===== src/rtl/st7066u_bus_writer_pkg.sv =====
// st7066u_pkg: FSM state codes, default ST7066U timing and the long-execution command range.
package st7066u_pkg;
   localparam logic [2:0] ST_IDLE  = 3'd0;
   localparam logic [2:0] ST_SETUP = 3'd1;
   localparam logic [2:0] ST_PULSE = 3'd2;
   localparam logic [2:0] ST_HOLD  = 3'd3;
   localparam logic [2:0] ST_EXEC  = 3'd4;
   localparam logic [2:0] ST_PWRUP = 3'd5;
   localparam int DEF_T_SETUP_CYC     = 4;
   localparam int DEF_T_PULSE_CYC     = 25;
   localparam int DEF_T_HOLD_CYC      = 2;
   localparam int DEF_T_EXEC_CYC      = 4000;
   localparam int DEF_T_EXEC_LONG_CYC = 160000;
   localparam int DEF_T_POWERUP_CYC   = 4000000;
   // Clear display (0x01) and return home (0x02/0x03) need the long execution wait.
   localparam logic [7:0] LONG_CMD_LO = 8'h01;
   localparam logic [7:0] LONG_CMD_HI = 8'h03;
   function automatic logic is_long(input logic rs, input logic [7:0] d);
      return !rs && d >= LONG_CMD_LO && d <= LONG_CMD_HI;
   endfunction
   function automatic int max2(input int a, input int b);
      return a > b ? a : b;
   endfunction
endpackage


===== src/rtl/st7066u_bus_writer_if.sv =====
// st7066u_bus_writer_if: write-request handshake plus ST7066U parallel bus pins.
interface st7066u_bus_writer_if;
   logic       i_start;
   logic       i_rs;
   logic [7:0] i_d;
   logic       o_ready;
   logic       o_done;
   logic       o_lcd_rs;
   logic       o_lcd_rw;
   logic       o_lcd_e;
   logic [7:0] o_lcd_db;
   modport master (output i_start, i_rs, i_d, input o_ready, o_done, o_lcd_rs, o_lcd_rw, o_lcd_e, o_lcd_db);
   modport slave  (input i_start, i_rs, i_d, output o_ready, o_done, o_lcd_rs, o_lcd_rw, o_lcd_e, o_lcd_db);
endinterface


===== src/rtl/st7066u_bus_writer_phase_timer.sv =====
// st7066u_phase_timer: loadable down-counter; load N-1, expired while the count sits at 0.
module st7066u_phase_timer #(
   parameter int W       = 8,
   parameter int RST_VAL = 0
) (
   input  logic         i_clk,
   input  logic         i_rst,
   input  logic         i_load,
   input  logic [W-1:0] i_val,
   output logic         o_expired
);
   logic [W-1:0] cnt_q, cnt_d;
   always_comb cnt_d = i_load ? i_val : (cnt_q != '0 ? cnt_q - 1'b1 : cnt_q);
   always_ff @(posedge i_clk)
      if (i_rst) cnt_q <= W'(RST_VAL);
      else       cnt_q <= cnt_d;
   assign o_expired = cnt_q == '0;
endmodule


===== src/rtl/st7066u_bus_writer.sv =====
// st7066u_bus_writer: timed single-byte write to an ST7066U LCD with post-write execution wait.
// Define ST7066U_POWERUP_WAIT_EN to hold off the first write for T_POWERUP_CYC cycles after reset.
module st7066u_bus_writer
   import st7066u_pkg::*;
#(
   parameter int T_SETUP_CYC     = DEF_T_SETUP_CYC,
   parameter int T_PULSE_CYC     = DEF_T_PULSE_CYC,
   parameter int T_HOLD_CYC      = DEF_T_HOLD_CYC,
   parameter int T_EXEC_CYC      = DEF_T_EXEC_CYC,
   parameter int T_EXEC_LONG_CYC = DEF_T_EXEC_LONG_CYC,
   parameter int T_POWERUP_CYC   = DEF_T_POWERUP_CYC
) (
   input logic               i_clk,
   input logic               i_rst,
   st7066u_bus_writer_if.slave bus
);
`ifdef ST7066U_POWERUP_WAIT_EN
   localparam logic [2:0] RST_STATE = ST_PWRUP;
   localparam int         RST_CNT   = T_POWERUP_CYC - 1;
   localparam logic       RST_READY = 1'b0;
   localparam int         MAX_PU    = T_POWERUP_CYC;
`else
   localparam logic [2:0] RST_STATE = ST_IDLE;
   localparam int         RST_CNT   = 0;
   localparam logic       RST_READY = 1'b1;
   localparam int         MAX_PU    = 1;
`endif
   localparam int MAXV = max2(max2(max2(T_SETUP_CYC, T_PULSE_CYC), max2(T_HOLD_CYC, T_EXEC_CYC)),
                              max2(T_EXEC_LONG_CYC, MAX_PU));
   localparam int W = $clog2(MAXV + 1);
   logic [2:0]   state_q, state_d;
   logic         rs_q, rs_d, e_q, e_d, ready_q, ready_d, done_q, done_d;
   logic [7:0]   db_q, db_d;
   logic         load, expired, accept;
   logic [W-1:0] load_val;
   st7066u_phase_timer #(.W(W), .RST_VAL(RST_CNT)) u_timer (
      .i_clk(i_clk), .i_rst(i_rst), .i_load(load), .i_val(load_val), .o_expired(expired)
   );
   always_comb begin
      state_d  = state_q;
      load     = 1'b0;
      load_val = '0;
      accept   = state_q == ST_IDLE && bus.i_start;
      if (accept) begin
         state_d  = ST_SETUP;
         load     = 1'b1;
         load_val = W'(T_SETUP_CYC - 1);
      end else if (expired) begin
         case (state_q)
            ST_SETUP: begin state_d = ST_PULSE; load = 1'b1; load_val = W'(T_PULSE_CYC - 1); end
            ST_PULSE: begin state_d = ST_HOLD;  load = 1'b1; load_val = W'(T_HOLD_CYC - 1); end
            ST_HOLD: begin
               state_d  = ST_EXEC;
               load     = 1'b1;
               load_val = is_long(rs_q, db_q) ? W'(T_EXEC_LONG_CYC - 1) : W'(T_EXEC_CYC - 1);
            end
            ST_EXEC, ST_PWRUP: state_d = ST_IDLE;
            default: state_d = state_q;
         endcase
      end
      rs_d    = accept ? bus.i_rs : rs_q;
      db_d    = accept ? bus.i_d : db_q;
      e_d     = state_d == ST_PULSE;
      ready_d = state_d == ST_IDLE;
      done_d  = state_q == ST_EXEC && expired;
   end
   always_ff @(posedge i_clk)
      if (i_rst) begin
         state_q <= RST_STATE;
         rs_q    <= 1'b0;
         db_q    <= 8'h00;
         e_q     <= 1'b0;
         ready_q <= RST_READY;
         done_q  <= 1'b0;
      end else begin
         state_q <= state_d;
         rs_q    <= rs_d;
         db_q    <= db_d;
         e_q     <= e_d;
         ready_q <= ready_d;
         done_q  <= done_d;
      end
   assign bus.o_ready  = ready_q;
   assign bus.o_done   = done_q;
   assign bus.o_lcd_rs = rs_q;
   assign bus.o_lcd_rw = 1'b0;
   assign bus.o_lcd_e  = e_q;
   assign bus.o_lcd_db = db_q;
endmodule

===== src/flat_wrapper.sv =====
// flat-port wrapper written by rule: the top's interface ports become plain ports
module st7066u_bus_writer_flat import st7066u_pkg::*;
#(
   parameter int T_SETUP_CYC     = DEF_T_SETUP_CYC,
   parameter int T_PULSE_CYC     = DEF_T_PULSE_CYC,
   parameter int T_HOLD_CYC      = DEF_T_HOLD_CYC,
   parameter int T_EXEC_CYC      = DEF_T_EXEC_CYC,
   parameter int T_EXEC_LONG_CYC = DEF_T_EXEC_LONG_CYC,
   parameter int T_POWERUP_CYC   = DEF_T_POWERUP_CYC
)
  (i_clk, i_rst, bus_i_start, bus_i_rs, bus_i_d, bus_o_ready, bus_o_done, bus_o_lcd_rs, bus_o_lcd_rw, bus_o_lcd_e, bus_o_lcd_db);
  st7066u_bus_writer_if bus_i ();
  input logic i_clk;
  input logic i_rst;
  input wire logic [$bits(bus_i.i_start)-1:0] bus_i_start;
  input wire logic [$bits(bus_i.i_rs)-1:0] bus_i_rs;
  input wire logic [$bits(bus_i.i_d)-1:0] bus_i_d;
  output wire logic [$bits(bus_i.o_ready)-1:0] bus_o_ready;
  output wire logic [$bits(bus_i.o_done)-1:0] bus_o_done;
  output wire logic [$bits(bus_i.o_lcd_rs)-1:0] bus_o_lcd_rs;
  output wire logic [$bits(bus_i.o_lcd_rw)-1:0] bus_o_lcd_rw;
  output wire logic [$bits(bus_i.o_lcd_e)-1:0] bus_o_lcd_e;
  output wire logic [$bits(bus_i.o_lcd_db)-1:0] bus_o_lcd_db;
  assign bus_i.i_start = bus_i_start;
  assign bus_i.i_rs = bus_i_rs;
  assign bus_i.i_d = bus_i_d;
  assign bus_o_ready = bus_i.o_ready;
  assign bus_o_done = bus_i.o_done;
  assign bus_o_lcd_rs = bus_i.o_lcd_rs;
  assign bus_o_lcd_rw = bus_i.o_lcd_rw;
  assign bus_o_lcd_e = bus_i.o_lcd_e;
  assign bus_o_lcd_db = bus_i.o_lcd_db;
  st7066u_bus_writer #(.T_SETUP_CYC(T_SETUP_CYC), .T_PULSE_CYC(T_PULSE_CYC), .T_HOLD_CYC(T_HOLD_CYC), .T_EXEC_CYC(T_EXEC_CYC), .T_EXEC_LONG_CYC(T_EXEC_LONG_CYC), .T_POWERUP_CYC(T_POWERUP_CYC)) u_core (.i_clk(i_clk), .i_rst(i_rst), .bus(bus_i));
endmodule

===== config.mk =====
export PLATFORM = sky130hd
export DESIGN_NAME = st7066u_bus_writer_flat
export DESIGN_NICKNAME = d
export VERILOG_FILES = /design/src/rtl/st7066u_bus_writer_pkg.sv /design/src/rtl/st7066u_bus_writer_if.sv /design/src/rtl/st7066u_bus_writer_phase_timer.sv /design/src/rtl/st7066u_bus_writer.sv /design/src/flat_wrapper.sv
export SDC_FILE = /design/constraint.sdc
export NUM_CORES = 1
export LEC_CHECK = 0
export ABC_AREA = 0
export CORE_MARGIN = 8
export CORE_UTILIZATION = 51
export DETAILED_ROUTE_END_ITERATION = 8
export PLACE_DENSITY = 0.76
export SLEW_MARGIN = 20
export SYNTH_ARGS = -nofsm -noshare
export SYNTH_HDL_FRONTEND = slang
export SYNTH_SLANG_ARGS = --single-unit

===== constraint.sdc =====
create_clock -name i_clk -period 3.6 [get_ports i_clk]
set_input_delay 0.9 -clock i_clk [delete_from_list [all_inputs] [get_ports i_clk]]
set_output_delay 0.9 -clock i_clk [all_outputs]
set_load 0.1 [all_outputs]

# Yosys cells after proc, flatten, opt, wreduce, memory -nomap -nowiden
# Index checks and enable logic that the tools add are counted.
[totals]
regBits = 33
latchBits = 0
mem_bits_rw = 0
mem_bits_ro = 0
memories = 0
[op_classes]
add_sub_neg = 1
multipliers = 0
n_div = 0
magnitude_cmp = 2
eq_ne = 6
n_shift = 0
muxes = 12
bitwise_logic = 0
n_reduce_logical = 12
[op_table]
columns = ["operator", "count"]
rows = [
  ["18-bit 2-to-1 mux", 5],
  ["18-bit one-hot mux with 3 select lines", 1],
  ["18-bit logical NOT", 1],
  ["18-bit nonzero test", 1],
  ["18-bit by 1-bit subtractor with 18-bit output, second input constant", 1],
  ["3-bit one-hot mux with 4 select lines", 1],
  ["3-bit by 2-bit equality test with 1-bit output, second input constant", 3],
  ["8-bit by 1-bit >= comparator with 1-bit output, second input constant", 1],
  ["8-bit by 2-bit <= comparator with 1-bit output, second input constant", 1],
  ["3-bit equality test, second input constant", 2],
  ["3-bit logical NOT", 2],
  ["3-bit 2-to-1 mux", 2],
  ["1-bit logical AND", 4],
  ["3-bit by 1-bit equality test with 1-bit output, second input constant", 1],
  ["1-bit 2-to-1 mux", 3],
  ["3-bit OR reduction", 1],
  ["2-bit nonzero test", 1],
  ["2-bit OR reduction", 1],
  ["1-bit logical NOT", 1],
]

# Longest topological paths before layout
[logic_depth]
word_depth = 8
ltp_mapped = 8

# Hierarchy
# A second synthesis with hierarchy kept.
[hier_totals]
cells_unflattened = 200
hier_area_um2 = 1724.2
[by_module_without_submodules]
columns = ["mod", "n_inst", "cells_per_inst", "area_per_inst_um2", "seq_area_each_um2"]
rows = [
  ["st7066u_phase_timer", 1, 114, 1034.7, 360.3],
  ["st7066u_bus_writer", 1, 86, 689.4, 300.3],
]

# Least setup slack after synthesis
# OpenSTA, ideal clock, no wires.
[synth_path]
path_type = "reg2reg"
startpoint = "register u_core.u_timer.cnt_q[0]"
endpoint = "register u_core.u_timer.cnt_q[17]"
setup_ns = 0.089
arrival_ns = 2.011
setup_slack_ns = 1.501
stages_incl_launch_ff = 8
n_path_buf = 0
synth_period_minus_slack_ns = 2.099
cell_sequence = "dfxtp_1 -> inv_1 -> ha_1 -> nor4b_1 -> nor3b_1 -> nand2_4 -> or3_4 -> o32ai_2"
[synth_between]
elab_chain_len = 4
elab_cells_between_ends = 10
classes_between = "add/sub: 1; mux: 6; reduce/logical: 3"
[synth_lines]
columns = ["item", "line", "source"]
rows = [
  ["from (decl)", "st7066u_bus_writer_phase_timer.sv:12", "logic [W-1:0] cnt_q, cnt_d;"],
  ["from (signal assigned)", "st7066u_bus_writer_phase_timer.sv:15", "if (i_rst) cnt_q <= W'(RST_VAL);"],
  ["from (signal assigned)", "st7066u_bus_writer_phase_timer.sv:16", "else cnt_q <= cnt_d;"],
  ["branches (longest 4 deep; another with 18-bit by 1-bit subtractor with 18-bit output)", "-", ""],
]
# Parallel ways; which one is timed is not known. The select of a mux whose other input is x is not followed.
# A chain may end at the register's enable or synchronous reset.

# Worst setup path in the final report
[layout_path]
startpoint = "register u_core.e_q, in the netlist u_core.bus.o_lcd_e"
endpoint = "output port bus_o_lcd_e"
[layout_lines]
columns = ["item", "line", "source"]
rows = [
  ["from (decl)", "st7066u_bus_writer.sv:32", "logic rs_q, rs_d, e_q, e_d, ready_q, ready_d, done_q, done_d;"],
  ["from (signal assigned)", "st7066u_bus_writer.sv:72", "e_q <= 1'b0;"],
  ["from (signal assigned)", "st7066u_bus_writer.sv:79", "e_q <= e_d;"],
  ["to (decl)", "flat_wrapper.sv:22", "output wire logic [$bits(bus_i.o_lcd_e)-1:0] bus_o_lcd_e;"],
]
# No word-level cell between the ends.

==> run_results.csv <==
group,metric,value,unit
power,combPwrFrac,60.6,%
grt,antenna_found_initial,0,
clocking,cts_buffers,5,
yosys,syn_area,1670,sq um
timing,grt_setup_unrepaired,"false",
routing,wl_per_cell,14.4,microns
die,die-area,5350,sq um
yosys,syn_nets,219,
critical_path,cp.depth,1,
timing,fin_crit_sh,74.5,%
critical_path,critical_path.cell_chain,"clkdlybuf4s50_1",
place,pre_cts_ws,1.11,ns
yosys,synthTopCellsByCount,"34 x nand2_1, 33 x dfxtp_1, 25 x a21oi_1",
yosys,yosysTopAreaCell,"dfxtp_1",
critical_path,critPathLaunch,"u_core.bus.o_lcd_e$_SDFF_PP0_",
power,ir_worst_vdd,0.688,mV
critical_path,worst-path-buf-inv,1,
final_layout,area_growth,17.4,%
power,switching_share,50.1,%
clocking,cts_resized,0,
timing,worst_pin_slew,0.975,ns
power,seq_power_share,29.9,%
power,p_leak,0.754,nW
routing,drc,0,
yosys,synth_adder_area_share,1.50,%
critical_path,crit_type,"reg -> out",
die,io_pins,25,
routing,wl,3.91,mm
grt,track_usage,16.2,%
die,std_cell_rows,20,
worst_hold_path,hp-class,"reg -> reg",
critical_path,critPathCaptureType,"output port",
critical_path,critical_path.max_fanout,1,
place,place.gp.congestion,0.904,
yosys,synth_edf_count,0,
yosys,synth_top_family_by_area,"simple AND/OR/NAND/NOR gates",
critical_path,timing.rr.end,"u_core.u_timer.cnt_q[17]$_SDFFE_PP0P_",
yosys,ys_warn_count,0,
grt,grt.overflow.total,0,
yosys,synthMuxAreaShare,0.601,%
place,io_buffers,23,
clocking,root_buffer,"clkbuf_4",
yosys,ys.flop_type,"dfxtp_1",
yosys,avgSynthCellArea,8.13,sq um
timing,fin_crit,2.68,ns
critical_path,arrival,1.78,ns
yosys,synth_compound_area_share,14.9,%
timing,hold_violations,0,
timing,clock_skew,0.0144,ns
yosys,synth_xor_area_share,8.93,%
status,status,"finished, final reports clean",
critical_path,cpPeakStageDelay,1.13,ns
power,internal_power,1.08,mW
clocking,postCtsSetupRepairBufs,0,
clocking,clk_pin_slew,0.10,ns
power,power_density,1100,nW/um^2
critical_path,endpoint,"bus_o_lcd_e",
yosys,netlist_top_cells_area,"dfxtp_1 40%, nand2_1 7.7%, a21oi_1 7.5%",
grt,grt_pass1_wl,6.90,mm
clocking,htreeDepth,2,
grt,grt_pass1_vias,1569,
final_layout,utilization,63.6,%
routing,ant_nets,0,
power,switching_power,1.08,mW
yosys,synth_async_sr_flop_share,0,%
yosys,synth-seq-area-share,39.6,%
run,cap_violations,0,
die,start_util,54.1,%
timing,finalMaxSlewViolations,0,
timing,setup_viol,0,
yosys,yosysMostFrequentCell,"nand2_1",
place,hpwl,2.89,mm
routing,num_vias,1551,
critical_path,reg2reg_from,"u_core.u_timer.cnt_q[0]$_SDFFE_PP0P_",
die,die_h,73.2,microns
critical_path,cpMaxStageDelayCell,"clkdlybuf4s50_1",
die,dieWidth,73.2,microns
timing,fmax,373,MHz
routing,via_per_inst,5.70,
power,clockPowerShare,9.6,%
clocking,cts_tree,"done",
critical_path,r2r_slack,1.18,ns
timing,slew_headroom,34.8,%
yosys,yosys.area_share.simple,30.6,%
final_layout,diodes,0,
final_layout,drive_gt1_share,12.7,%
final_layout,layout.nets,241,
timing,whs,0.484,ns
timing,timing.setup.tns,0,ns
clocking,cts_sinks,33,
critical_path,path_delay_family,"buffers and inverters",
routing,dr.pass1.iters,4,
yosys,synth_cell_types,45,
yosys,synth_top_area_share,39.6,%
critical_path,r2r_cells,7,
timing,setup_slack,0.918,ns
clocking,clock_latency,0.35,ns
routing,drt_iter0_drc,87,
grt,grt_max_degree,15,
clocking,clk_path_buf_depth,2,
clocking,cts_hold_buf,0,
yosys,syn_inst,205,
critical_path,worstPathRequired,2.70,ns
critical_path,worst_setup_path_start_kind,"flop",
yosys,ys_ff_latch,33,
die,core,3080,sq um
==> how the worst min path moves through the flow <==
stage	depth (start not counted)	end	slack, ns	from
floorplan	1	u_core.u_timer.cnt_q[0]$_SDFFE_PP0P_	0.49	u_core.u_timer.cnt_q[0]$_SDFFE_PP0P_
global placement	2	u_core.bus.o_lcd_db[1]$_SDFFE_PP0P_	0.46	u_core.bus.o_lcd_db[1]$_SDFFE_PP0P_
detailed placement	2	u_core.bus.o_lcd_db[3]$_SDFFE_PP0P_	0.47	u_core.bus.o_lcd_db[3]$_SDFFE_PP0P_
CTS	2	u_core.bus.o_lcd_rs$_SDFFE_PP0P_	0.49	u_core.bus.o_lcd_rs$_SDFFE_PP0P_
global route	2	u_core.bus.o_lcd_rs$_SDFFE_PP0P_	0.52	u_core.bus.o_lcd_rs$_SDFFE_PP0P_
finish	2	u_core.bus.o_lcd_db[3]$_SDFFE_PP0P_	0.48	u_core.bus.o_lcd_db[3]$_SDFFE_PP0P_
==> layer usage <==
metal	vias up	GRT usage, %	routed length, microns
met5	-	0	0
met4	0	10.7	140
met3	15	4.67	255
met2	61	25.4	1780
met1	706	18.7	1730
li1	769	-	-
==> final cells by class <==
| type | count | area (sq um) |
|---|---|---|
| Sequential cell | 33 | 661 |
| Clock inverter | 1 | 7.51 |
| Tap cell | 44 | 55.1 |
| Fill cell | 280 | 1120 |
| Timing Repair Buffer | 26 | 230 |
| Multi-Input combinational cell | 158 | 947 |
| Clock buffer | 7 | 45.0 |
| Inverter | 3 | 11.3 |
==> power by group through the flow <==
stage / clock network, mW / registers [mW] / logic, mW
final: 0.207 / 0.645 / 1.31
after global routing: 0.230 / 0.666 / 1.45
after CTS: 0.211 / 0.643 / 1.31
after detailed placement: 0 / 0.652 / 1.29
after global placement: 0 / 0.642 / 1.26
after floorplan: 0 / 0.754 / 0.931
==> stage by stage <==
| stage | total power, mW | std cells | area, sq um |
|---|---|---|---|
| floorplan | 1.69 | 205 | 1670 |
| global placement | 1.90 | 264 | 1900 |
| detailed placement | 1.94 | 264 | 1900 |
| CTS | 2.16 | 272 | 1960 |
| global route | 2.35 | 272 | 1960 |
| finish | 2.16 | 272 | 1960 |
==> sequential cells by signal, summed over array words and instances (netlist names) <==
register and flops:
u_core.bus.o_lcd_e 1, u_core.bus.o_done 1, u_core.bus.o_lcd_db 8, u_core.state_q 3, u_core.u_timer.cnt_q 18, u_core.bus.o_lcd_rs 1
u_core.bus.o_ready 1
==> cell families after synthesis <==
logic type,count (synthesis)
XOR/XNOR,17
adder cells (fa/ha/maj),2
AO/OA/AOI/OAI,41
flip-flops,33
multiplexers,1
buffers and inverters,14
other,1
AND/OR/NAND/NOR,96
==> layout by cell type (no fill, tap or decap), types with 3 or more instances in the layout <==
cell,instances
a211oi_1,3
a21oi_1,25
a31oi_1,3
buf_4,12
clkbuf_4,5
clkdlybuf4s50_1,14
dfxtp_1,33
nand2_1,34
nand3_1,12
nor2_1,15
nor3_1,6
nor3b_1,4
nor4_1,4
o21bai_1,3
xnor2_1,9
xor2_1,8
Power figures use the tool's default switching activity.
